**config.mk**
```make
export PLATFORM = sky130hd
export DESIGN_NAME = regs_wb_ctrl_flat
export DESIGN_NICKNAME = d
export VERILOG_FILES = /design/src/rtl/regs_wb_ctrl_pkg.sv /design/src/rtl/regs_wb_ctrl_if.sv /design/src/rtl/regs_wb_ctrl_scoreboard.sv /design/src/rtl/regs_wb_ctrl.sv /design/src/flat_wrapper.sv
export SDC_FILE = /design/constraint.sdc
export NUM_CORES = 1
export LEC_CHECK = 0
export BUFFER_PORTS_ARGS = -buffer_cell sky130_fd_sc_hd__buf_2
export CAP_MARGIN = 15
export CORE_AREA = 2 2 96 98
export DETAILED_ROUTE_END_ITERATION = 12
export DIE_AREA = 0 0 98 100
export PLACE_DENSITY = 0.87
export SLEW_MARGIN = 15
export SYNTH_ARGS = -nofsm -noshare
export SYNTH_HDL_FRONTEND = slang
export SYNTH_SLANG_ARGS = --single-unit
export TNS_END_PERCENT = 30
```
**constraint.sdc**
```tcl
create_clock -name clk -period 2.74 [get_ports clk]
set_input_delay 0.274 -clock clk [delete_from_list [all_inputs] [get_ports clk]]
set_output_delay 0.274 -clock clk [all_outputs]
set_load 0.005 [all_outputs]
```
**src/rtl/regs_wb_ctrl_pkg.sv**
```systemverilog
// Shared core definitions: register file geometry and the write-port
// controller state encoding.
package core_defs;

  localparam int unsigned REG_ADDR_W = 5;
  localparam int unsigned XLEN       = 32;

  localparam logic [REG_ADDR_W-1:0] REG_ZERO = 5'd0;

  typedef enum logic [1:0] {
    WBC_IDLE = 2'd0,
    WBC_BUSY = 2'd1,
    WBC_HOLD = 2'd2
  } wbc_state_t;

endpackage

```
**src/rtl/regs_wb_ctrl_if.sv**
```systemverilog
// Bundle of the ID, WB, divider and register file port signals seen by the
// write-port controller.
interface regs_wb_ctrl_if;
  import core_defs::*;

  logic [REG_ADDR_W-1:0] id_rs1_i;
  logic [REG_ADDR_W-1:0] id_rs2_i;
  logic [REG_ADDR_W-1:0] id_rd_i;
  logic                  id_rd_we_i;
  logic                  id_div_i;
  logic                  id_fire_i;
  logic                  id_stall_o;

  logic                  wb_wen_i;
  logic [REG_ADDR_W-1:0] wb_waddr_i;
  logic [XLEN-1:0]       wb_wdata_i;
  logic                  wb_stall_o;

  logic                  div_valid_i;
  logic [XLEN-1:0]       div_data_i;
  logic                  div_ready_o;

  logic [REG_ADDR_W-1:0] reg_waddr_o;
  logic [XLEN-1:0]       reg_wdata_o;
  logic                  reg_wen_o;

  modport slave (
    input  id_rs1_i, id_rs2_i, id_rd_i, id_rd_we_i, id_div_i, id_fire_i,
    input  wb_wen_i, wb_waddr_i, wb_wdata_i,
    input  div_valid_i, div_data_i,
    output id_stall_o, wb_stall_o, div_ready_o,
    output reg_waddr_o, reg_wdata_o, reg_wen_o
  );

  modport master (
    output id_rs1_i, id_rs2_i, id_rd_i, id_rd_we_i, id_div_i, id_fire_i,
    output wb_wen_i, wb_waddr_i, wb_wdata_i,
    output div_valid_i, div_data_i,
    input  id_stall_o, wb_stall_o, div_ready_o,
    input  reg_waddr_o, reg_wdata_o, reg_wen_o
  );

endinterface

```
**src/rtl/regs_wb_ctrl_scoreboard.sv**
```systemverilog
// Busy-bit scoreboard for the register file: one bit per register, set on
// divide issue, cleared on divide commit, with three hazard lookups.
module reg_scoreboard
  import core_defs::*;
(
  input  logic                  clk,
  input  logic                  rst,
  input  logic                  set_en,
  input  logic [REG_ADDR_W-1:0] set_addr,
  input  logic                  clr_en,
  input  logic [REG_ADDR_W-1:0] clr_addr,
  input  logic [REG_ADDR_W-1:0] rs1,
  input  logic [REG_ADDR_W-1:0] rs2,
  input  logic [REG_ADDR_W-1:0] rd,
  output logic                  rs1_busy,
  output logic                  rs2_busy,
  output logic                  rd_busy
);

  logic [31:0] busy;

  // x0 is never marked busy, so lookups on x0 always read clear.
  always_ff @(posedge clk or negedge rst) begin
    if (!rst) begin
      busy <= '0;
    end else begin
      if (clr_en) busy[clr_addr] <= 1'b0;
      if (set_en && (set_addr != REG_ZERO)) busy[set_addr] <= 1'b1;
    end
  end

  assign rs1_busy = busy[rs1];
  assign rs2_busy = busy[rs2];
  assign rd_busy  = busy[rd];

endmodule

```
**src/rtl/regs_wb_ctrl.sv**
```systemverilog
// Register file write-port controller: arbitrates WB against one outstanding
// divide result and raises ID hazard stalls against the divide destination.
module regs_wb_ctrl
  import core_defs::*;
#(
  parameter int unsigned STARVE_MAX = 4
) (
  input logic           clk,
  input logic           rst,
  regs_wb_ctrl_if.slave bus
);

  localparam logic [3:0] STARVE_LIM = 4'(STARVE_MAX);

  wbc_state_t            state;
  logic [REG_ADDR_W-1:0] div_rd;
  logic [XLEN-1:0]       hold;
  logic [3:0]            starve;

  logic wb_ok, starved, commit, issue, track;
  logic rs1_busy, rs2_busy, rd_busy;
  logic                  wen;
  logic [REG_ADDR_W-1:0] waddr;
  logic [XLEN-1:0]       wdata;
  logic                  stall;

  assign wb_ok   = bus.wb_wen_i && (bus.wb_waddr_i != REG_ZERO);
  assign starved = (state == WBC_HOLD) && (starve == STARVE_LIM);
  assign commit  = (state == WBC_HOLD) && (starved || !wb_ok);
  assign track   = bus.id_rd_we_i && (bus.id_rd_i != REG_ZERO);
  assign issue   = (state == WBC_IDLE) && bus.id_fire_i && bus.id_div_i;

  reg_scoreboard u_scoreboard (
    .clk      (clk),
    .rst      (rst),
    .set_en   (issue && track),
    .set_addr (bus.id_rd_i),
    .clr_en   (commit),
    .clr_addr (div_rd),
    .rs1      (bus.id_rs1_i),
    .rs2      (bus.id_rs2_i),
    .rd       (bus.id_rd_i),
    .rs1_busy (rs1_busy),
    .rs2_busy (rs2_busy),
    .rd_busy  (rd_busy)
  );

  // Untracked divides (rd=x0 or no writeback) still go through BUSY so the
  // divider's result is accepted, then it is dropped instead of entering HOLD.
  always_ff @(posedge clk or negedge rst) begin
    if (!rst) begin
      state  <= WBC_IDLE;
      div_rd <= '0;
      hold   <= '0;
      starve <= '0;
    end else begin
      case (state)
        WBC_IDLE: begin
          if (issue) begin
            div_rd <= track ? bus.id_rd_i : REG_ZERO;
            state  <= WBC_BUSY;
          end
        end
        WBC_BUSY: begin
          if (bus.div_valid_i) begin
            if (div_rd == REG_ZERO) begin
              state <= WBC_IDLE;
            end else begin
              hold  <= bus.div_data_i;
              state <= WBC_HOLD;
            end
          end
        end
        WBC_HOLD: begin
          if (commit) begin
            starve <= '0;
            state  <= WBC_IDLE;
          end else begin
            starve <= starve + 4'd1;
          end
        end
        default: state <= WBC_IDLE;
      endcase
    end
  end

  always_comb begin
    wen   = 1'b0;
    waddr = '0;
    wdata = '0;
    if (starved) begin
      wen   = 1'b1;
      waddr = div_rd;
      wdata = hold;
    end else if (wb_ok) begin
      wen   = 1'b1;
      waddr = bus.wb_waddr_i;
      wdata = bus.wb_wdata_i;
    end else if (state == WBC_HOLD) begin
      wen   = 1'b1;
      waddr = div_rd;
      wdata = hold;
    end
  end

  assign stall = ((bus.id_rs1_i != REG_ZERO) && rs1_busy) ||
                 ((bus.id_rs2_i != REG_ZERO) && rs2_busy) ||
                 (bus.id_rd_we_i && (bus.id_rd_i != REG_ZERO) && rd_busy) ||
                 (bus.id_div_i && (state != WBC_IDLE));

  // Outputs are gated by reset so a live WB write cannot leak while rst is low.
  assign bus.reg_wen_o   = rst && wen;
  assign bus.reg_waddr_o = rst ? waddr : '0;
  assign bus.reg_wdata_o = rst ? wdata : '0;
  assign bus.id_stall_o  = rst && stall;
  assign bus.wb_stall_o  = rst && starved;
  assign bus.div_ready_o = rst && (state == WBC_BUSY);

endmodule
```
**src/flat_wrapper.sv**
```systemverilog
// flat-port wrapper written by rule: the top's interface ports become plain ports
module regs_wb_ctrl_flat import core_defs::*;
#(
  parameter int unsigned STARVE_MAX = 4
)
  (clk, rst, bus_id_rs1_i, bus_id_rs2_i, bus_id_rd_i, bus_id_rd_we_i, bus_id_div_i, bus_id_fire_i, bus_wb_wen_i, bus_wb_waddr_i, bus_wb_wdata_i, bus_div_valid_i, bus_div_data_i, bus_id_stall_o, bus_wb_stall_o, bus_div_ready_o, bus_reg_waddr_o, bus_reg_wdata_o, bus_reg_wen_o);
  regs_wb_ctrl_if bus_i ();
  input logic clk;
  input logic rst;
  input wire logic [$bits(bus_i.id_rs1_i)-1:0] bus_id_rs1_i;
  input wire logic [$bits(bus_i.id_rs2_i)-1:0] bus_id_rs2_i;
  input wire logic [$bits(bus_i.id_rd_i)-1:0] bus_id_rd_i;
  input wire logic [$bits(bus_i.id_rd_we_i)-1:0] bus_id_rd_we_i;
  input wire logic [$bits(bus_i.id_div_i)-1:0] bus_id_div_i;
  input wire logic [$bits(bus_i.id_fire_i)-1:0] bus_id_fire_i;
  input wire logic [$bits(bus_i.wb_wen_i)-1:0] bus_wb_wen_i;
  input wire logic [$bits(bus_i.wb_waddr_i)-1:0] bus_wb_waddr_i;
  input wire logic [$bits(bus_i.wb_wdata_i)-1:0] bus_wb_wdata_i;
  input wire logic [$bits(bus_i.div_valid_i)-1:0] bus_div_valid_i;
  input wire logic [$bits(bus_i.div_data_i)-1:0] bus_div_data_i;
  output wire logic [$bits(bus_i.id_stall_o)-1:0] bus_id_stall_o;
  output wire logic [$bits(bus_i.wb_stall_o)-1:0] bus_wb_stall_o;
  output wire logic [$bits(bus_i.div_ready_o)-1:0] bus_div_ready_o;
  output wire logic [$bits(bus_i.reg_waddr_o)-1:0] bus_reg_waddr_o;
  output wire logic [$bits(bus_i.reg_wdata_o)-1:0] bus_reg_wdata_o;
  output wire logic [$bits(bus_i.reg_wen_o)-1:0] bus_reg_wen_o;
  assign bus_i.id_rs1_i = bus_id_rs1_i;
  assign bus_i.id_rs2_i = bus_id_rs2_i;
  assign bus_i.id_rd_i = bus_id_rd_i;
  assign bus_i.id_rd_we_i = bus_id_rd_we_i;
  assign bus_i.id_div_i = bus_id_div_i;
  assign bus_i.id_fire_i = bus_id_fire_i;
  assign bus_i.wb_wen_i = bus_wb_wen_i;
  assign bus_i.wb_waddr_i = bus_wb_waddr_i;
  assign bus_i.wb_wdata_i = bus_wb_wdata_i;
  assign bus_i.div_valid_i = bus_div_valid_i;
  assign bus_i.div_data_i = bus_div_data_i;
  assign bus_id_stall_o = bus_i.id_stall_o;
  assign bus_wb_stall_o = bus_i.wb_stall_o;
  assign bus_div_ready_o = bus_i.div_ready_o;
  assign bus_reg_waddr_o = bus_i.reg_waddr_o;
  assign bus_reg_wdata_o = bus_i.reg_wdata_o;
  assign bus_reg_wen_o = bus_i.reg_wen_o;
  regs_wb_ctrl #(.STARVE_MAX(STARVE_MAX)) u_core (.clk(clk), .rst(rst), .bus(bus_i));
endmodule
```
## After elaboration in Yosys (flattened, before gate mapping)

Cells that the tools add are included.

| word-level totals | value |
|---|---|
| register bits | 75 |
| latch bits | 0 |
| bits in writable memories | 0 |
| bits in read-only memories | 0 |
| input port bits | 91 |
| output and inout bits | 41 |
| logic and storage cells | 85 |
| memories kept | 0 |

| cells by class | value |
|---|---|
| add/sub/neg operators | 1 |
| multipliers | 0 |
| div/mod/pow operators | 0 |
| order comparisons | 6 |
| equal/unequal tests | 6 |
| shift operators | 0 |
| mux-type cells | 30 |
| bitwise operators | 4 |
| reductions and logical operators | 33 |

Operators with widths:

| kind | count |
|---|---|
| 2-to-1 mux 32 bit | 6 |
| AND 32 bit | 1 |
| inverter 32 bit | 1 |
| bitwise OR 32 bit | 1 |
| 2-to-1 mux 5 bit | 5 |
| < comparator 5 x 6 -> 1 bit (second input constant) | 4 |
| nonzero test 5 bit | 4 |
| logical AND 1 bit | 18 |
| binary-select mux 1 bit (select 5 bit) | 3 |
| demux 1 bit (select 5 bit) | 2 |
| greater-or-equal comparator 5 x 1 -> 1 bit (second input constant) | 2 |
| 2-to-1 mux 1 bit | 8 |
| 2-to-1 mux 2 bit | 4 |
| case mux 2 bit (3 select lines) | 1 |
| AND reduction 3 bit | 2 |
| zero test 5 bit | 1 |
| adder 4 x 1 -> 4 bit (second input constant) | 1 |
| == test 4 x 3 -> 1 bit (second input constant) | 1 |
| logical OR 1 bit | 4 |
| 2-to-1 mux 4 bit | 1 |
| != test 2 x 1 -> 1 bit (second input constant) | 2 |
| == test 2 x 1 -> 1 bit (second input constant) | 1 |
| == test 2 bit (second input constant) | 1 |
| zero test 2 bit | 1 |
| 5 further kinds | 5 |

## Logic depth before layout (Yosys ltp)

| depth | value |
|---|---|
| depth after elaboration | 9 |
| depth in mapped cells | 10 |

## Hierarchy

A second synthesis with hierarchy kept.

| unflattened totals | value |
|---|---|
| cells, all modules | 516 |
| area total of the unflattened synthesis | 4722.0 um^2 |

By module, submodules not included:

| module | times used | cells an instance | area an instance (um^2) |
|---|---|---|---|
| regs_wb_ctrl | 1 | 269 | 2451.1 |
| reg_scoreboard | 1 | 247 | 2270.9 |

## Least setup slack after synthesis

No wires, ideal clock.

| timing path | value |
|---|---|
| path type | in2out |
| start | in bus_id_rd_i[0] |
| end | out bus_id_stall_o |
| data arrival time | 1806 ps |
| required time | 2466 ps |
| path slack | 660 ps |
| stages on the path | 8 |
| buffers on the path | 2 |
| cells stage by stage | buf_2 buf_4 mux4_2 a22oi_1 nor2_1 a211oi_1 o2111ai_1 and2_1 |

| between the ends | value |
|---|---|
| longest elaborated chain between the ends | 6 |
| elaborated cells between the ends (all ways) | 8 |
| classes of those cells | mux: 2; reduce/logical: 6 |

RTL lines:

| what | RTL line | text |
|---|---|---|
| from (decl) | flat_wrapper.sv:12 | `input wire logic [$bits(bus_i.id_rd_i)-1:0] bus_id_rd_i;` |
| binary-select mux 1 bit (select 5 bit) / nonzero test 5 bit (equally long branches) | regs_wb_ctrl_scoreboard.sv:34, regs_wb_ctrl.sv:108 |  |
| 2-to-1 mux 1 bit (not written as such) / logical AND 1 bit (equally long branches) | regs_wb_ctrl_scoreboard.sv:34, regs_wb_ctrl.sv:108 |  |
| logical AND 1 bit (*) | regs_wb_ctrl.sv:108 | `(bus.id_rd_we_i && (bus.id_rd_i != REG_ZERO) && rd_busy) \|\|` |
| logical OR 1 bit (*) | regs_wb_ctrl.sv:107 | `((bus.id_rs2_i != REG_ZERO) && rs2_busy) \|\|` |
| logical OR 1 bit (*) | regs_wb_ctrl.sv:108 |  |
| logical AND 1 bit (*) | regs_wb_ctrl.sv:115 | `assign bus.id_stall_o = rst && stall;` |
| to (decl) | flat_wrapper.sv:21 | `output wire logic [$bits(bus_i.id_stall_o)-1:0] bus_id_stall_o;` |

Every way passes the cells marked *; elsewhere a longest branch is shown, timed or not. The select of a mux whose other input is x is not followed.

## Worst setup path after layout

| timing path | value |
|---|---|
| start | reg u_core.starve[0] |
| end | out bus_reg_wdata_o[8] |

| between the ends | value |
|---|---|
| longest elaborated chain between the ends | 4 |

RTL lines:

| what | RTL line | text |
|---|---|---|
| from (decl) | regs_wb_ctrl.sv:18 | `logic [3:0] starve;` |
| from (signal assigned) | regs_wb_ctrl.sv:79 | `starve <= starve + 4'd1;` |
| == test 4 x 3 -> 1 bit | regs_wb_ctrl.sv:28 | `assign starved = (state == WBC_HOLD) && (starve == STARVE_LIM);` |
| logical AND 1 bit | regs_wb_ctrl.sv:28 |  |
| 2-to-1 mux 32 bit | regs_wb_ctrl.sv:91 | `if (starved) begin` |
| 2-to-1 mux 32 bit | regs_wb_ctrl.sv:114 | `assign bus.reg_wdata_o = rst ? wdata : '0;` |
| to (decl) | flat_wrapper.sv:25 | `output wire logic [$bits(bus_i.reg_wdata_o)-1:0] bus_reg_wdata_o;` |

Every way passes these cells.

==> results.md <==
- DRC Markers: 0
- Nets@finish: around 700
- Highest routed layer: met4
- # Max-Cap Violations: 0
- Metal3 WL: 1270 um
- Mux contribution to synthesized area: 0.198
- Post-DRT Antenna Nets: 0
- Setup total negative slack: 0 ps
- Clk sinks: 75
- Placed Area: between 5000 and 6000 um^2
- Seq cells post-synth: 75
- Synth Area in Compound Gates: 0.163
- Synth warn: 0
- Crit path max-delay family: simple AND/OR/NAND/NOR gates
- Reg clk slew, reported paths: about 80 ps
- Fin crit share: 0.947
- Setup violators final: 0
- Cts repair resizes: 0
- Post-DR wirelength/cell: ~19 um
- WP data required: approximately 2500 ps
- H-tree depth: 3
- Critical Path End Type: primary output
- Skew final: around 6.9 ps
- Post-CTS Setup Repair Bufs: 0
- Worst reg2reg path depth: 6
- Minimum clock period: 2590 ps
- Syn Inst Count: between 400 and 500
- Sequential-to-total area share from yosys stat: 0.412
- Final WL: approximately 13000 um
- Min-Delay Path Depth: 2
- Final Power: about 3.7 mW
- Count leader, synth: nand2_1
- Deepest clock path buffer count: 2
- Post-synth EDFFs: 0
- PwrDens: between 600 and 700 nW/um^2
- Synthesized area: between 4000 and 5000 um^2
- Worst-path fanout max: 21
- CTS tree: yes
- Post-synthesis adder-cell area fraction: 0.00550
- Io pins: between 100 and 150
- Final GP Congestion: between 0.9 and 1
- Ranking of synthesized cells by area: dfrtp_1 (41%), mux4_2 (8.9%), mux2_1 (8.4%)
- Critical setup path kind: flop to primary output
- Final hold vios: 0
- Synth area leader: dfrtp_1
- Worst EP arrival: 2320 ps
- Main combinational cell family by area after synthesis: multiplexers
- CTS root buf: clkbuf_8
- Slowest stage delay, CP: between 700 and 800 ps
- Slew Viols, Final: 0
- CP max-delay cell: nor2_2
- Seq pwr share: 0.476
- Clk_lat worst skew: roughly 350 ps
- Global route overflow: 0
- Largest net degree at the start of global routing: 53
- Internal: about 2.4 mW
- Logic pwr share: 0.292
- Port Buf Inserts: 131
- Number of distinct library cells after synthesis: between 50 and 60
- Slew HR: 0.381
- Synth Net Count: 572
- Die Area: ~9800 um^2
- Post-synth top area share: 0.412
- Vias in the first global route: around 4200
- Wire length on met1: between 5000 and 6000 um
- Row cnt: 35
- Post-synthesis average cell area: 9.51 um^2
- Global-route wire length before repair: 21500 um
- Slew @ Worst Pin: a little over 900 ps
- Top cells by count, synth: nand2_1 (99), dfrtp_1 (75), o21ai_1 (64)
- Pleak: 2.54 nW
- N_diodes: 0
- Initial drt markers: slightly above 400
- Switch share: 0.345
- Worst vdd ir: 0.000551 V
- Most frequent CP cell: nand2_1
- Initial antenna violation count: 0
- Layout cell share with drive strength beyond 1: 0.310
- Cell count along the critical path: 8
- RSZ-0062 raised after global routing: true
- Post-DP HPWL: between 9000 and 10000 um
- Area grow syn2layout: 19.3%
- DR pass1 iterations: 6
- Max Clk Rate: around 0.39 GHz
- Hold slack: between 100 and 150 ps
- P_sw: 1.29 mW
- DR WL met2: 6380 um
- Post-synthesis simple-gate area fraction: 0.172
- Die W: approximately 98 um
- Crit path launch type: flop
- Placement Setup Slack: around 400 ps
- Outcome: finished clean
- Main synth FF type: dfrtp_1
- Clk pwr share: 0.232
- Via density: slightly above 6
- Tot GR Track Use: 0.275
- Worst hold path type: input pin to flop
- Cell Chain, Critical Path: inv_1 > ha_1 > nand2_1 > nor3_2 > nor2_2 > nand2_1 > a21oi_1 > buf_2
- Setup ws final: about 150 ps
- Fraction of registers with async set or reset after synthesis: 1.00
- Height of the chip: 100 um
- Via count: between 4000 and 5000
- CORE AREA: 8890 um^2
- CTS Buf Count: 9
- Design Area, Final: 5430 um^2
- Initial core utilization: 0.512
- CP Buf/Inv Count: 2
- Post-Synth XOR/XNOR Area: 0
## metal layers
metal  global-route usage  vias up
met2                0.458      246
met3               0.0669       22
met1                0.353     2065
li1                     -     1952
met4                0.103        0
met5                    0        -
## state kept, by name, indices dropped and copies added, names as in the netlist
register	cells
u_core.hold	32
u_core.u_scoreboard.busy	32
u_core.div_rd	5
u_core.starve	4
u_core.state	2
## path summary, 6_finish.rpt
check / from / endpoint / slack [ps]
worst max register to register: u_core.state[0]$_DFFE_PN0P_ / u_core.u_scoreboard.busy[4]$_DFF_PN0_ / 440
max in group asynchronous: rst / u_core.hold[29]$_DFFE_PN0P_ / 1370
worst min-delay path: bus_div_data_i[20] / u_core.hold[20]$_DFFE_PN0P_ / 130
worst max-delay path: u_core.starve[0]$_DFFE_PN0N_ / bus_reg_wdata_o[8] / 150
min in group asynchronous: rst / u_core.hold[4]$_DFFE_PN0P_ / 380
worst min register to register: u_core.hold[26]$_DFFE_PN0P_ / u_core.hold[26]$_DFFE_PN0P_ / 490
## final cells by class
class,count,area (um^2)
fillers,737,3460
multi-input cells,359,2460
flip-flops and latches,75,1880
repair buffers,137,718
well taps,111,139
clock buffers,10,138
clock inverters,6,65.1
inverters,9,33.8
## power groups by stage
| stage | Clock [mW] | Sequential (mW) | Combinational, mW |
|---|---|---|---|
| 2_1_floorplan | 0 | 1.65 | 0.824 |
| 3_3_place_gp | 0 | 1.75 | 1.03 |
| 3_5_place_dp | 0 | 1.79 | 1.09 |
| 4_1_cts | 0.881 | 1.77 | 1.09 |
| 5_1_grt | 0.927 | 1.82 | 1.22 |
| 6_report | 0.869 | 1.78 | 1.09 |
## logic make-up after synthesis
logic type,after synthesis
AO/OA/AOI/OAI,131
AND/OR/NAND/NOR,162
buffers and inverters,46
adder cells (fa/ha/maj),2
flip-flops,75
multiplexers,63
## what timing repair did
item | in CTS | in global routing
hold buffers | 1 | 0
setup endpoints to repair | 0 | 22
hold endpoints to repair | 23 | 0
## placed cells by master (no fill, tap or decap), types with 3 or more instances in the layout
cell type	Yosys	routed
o21ai_1	64	64
clkinvlp_4	0	4
buf_4	3	5
inv_1	7	7
mux2i_1	9	9
buf_2	11	130
nand2b_1	7	7
nand3b_1	4	4
clkbuf_8	0	10
mux4_2	18	18
o211ai_1	3	3
nand2_1	99	99
and3_1	3	3
a2111oi_0	3	3
mux2_1	34	34
nor2b_1	6	6
dfrtp_1	75	75
and2_1	5	5
o21ai_0	3	3
nand3_1	15	15
o31ai_1	3	3
a21oi_1	38	38
nor2_1	6	6
## through the flow
step                      utilization  instances
final                           0.611        707
after global placement          0.586        689
after detailed placement        0.586        689
after CTS                       0.610        706
after floorplan                     -        479
after global routing            0.611        707
Note: power is estimated with default switching activity, not from simulation.
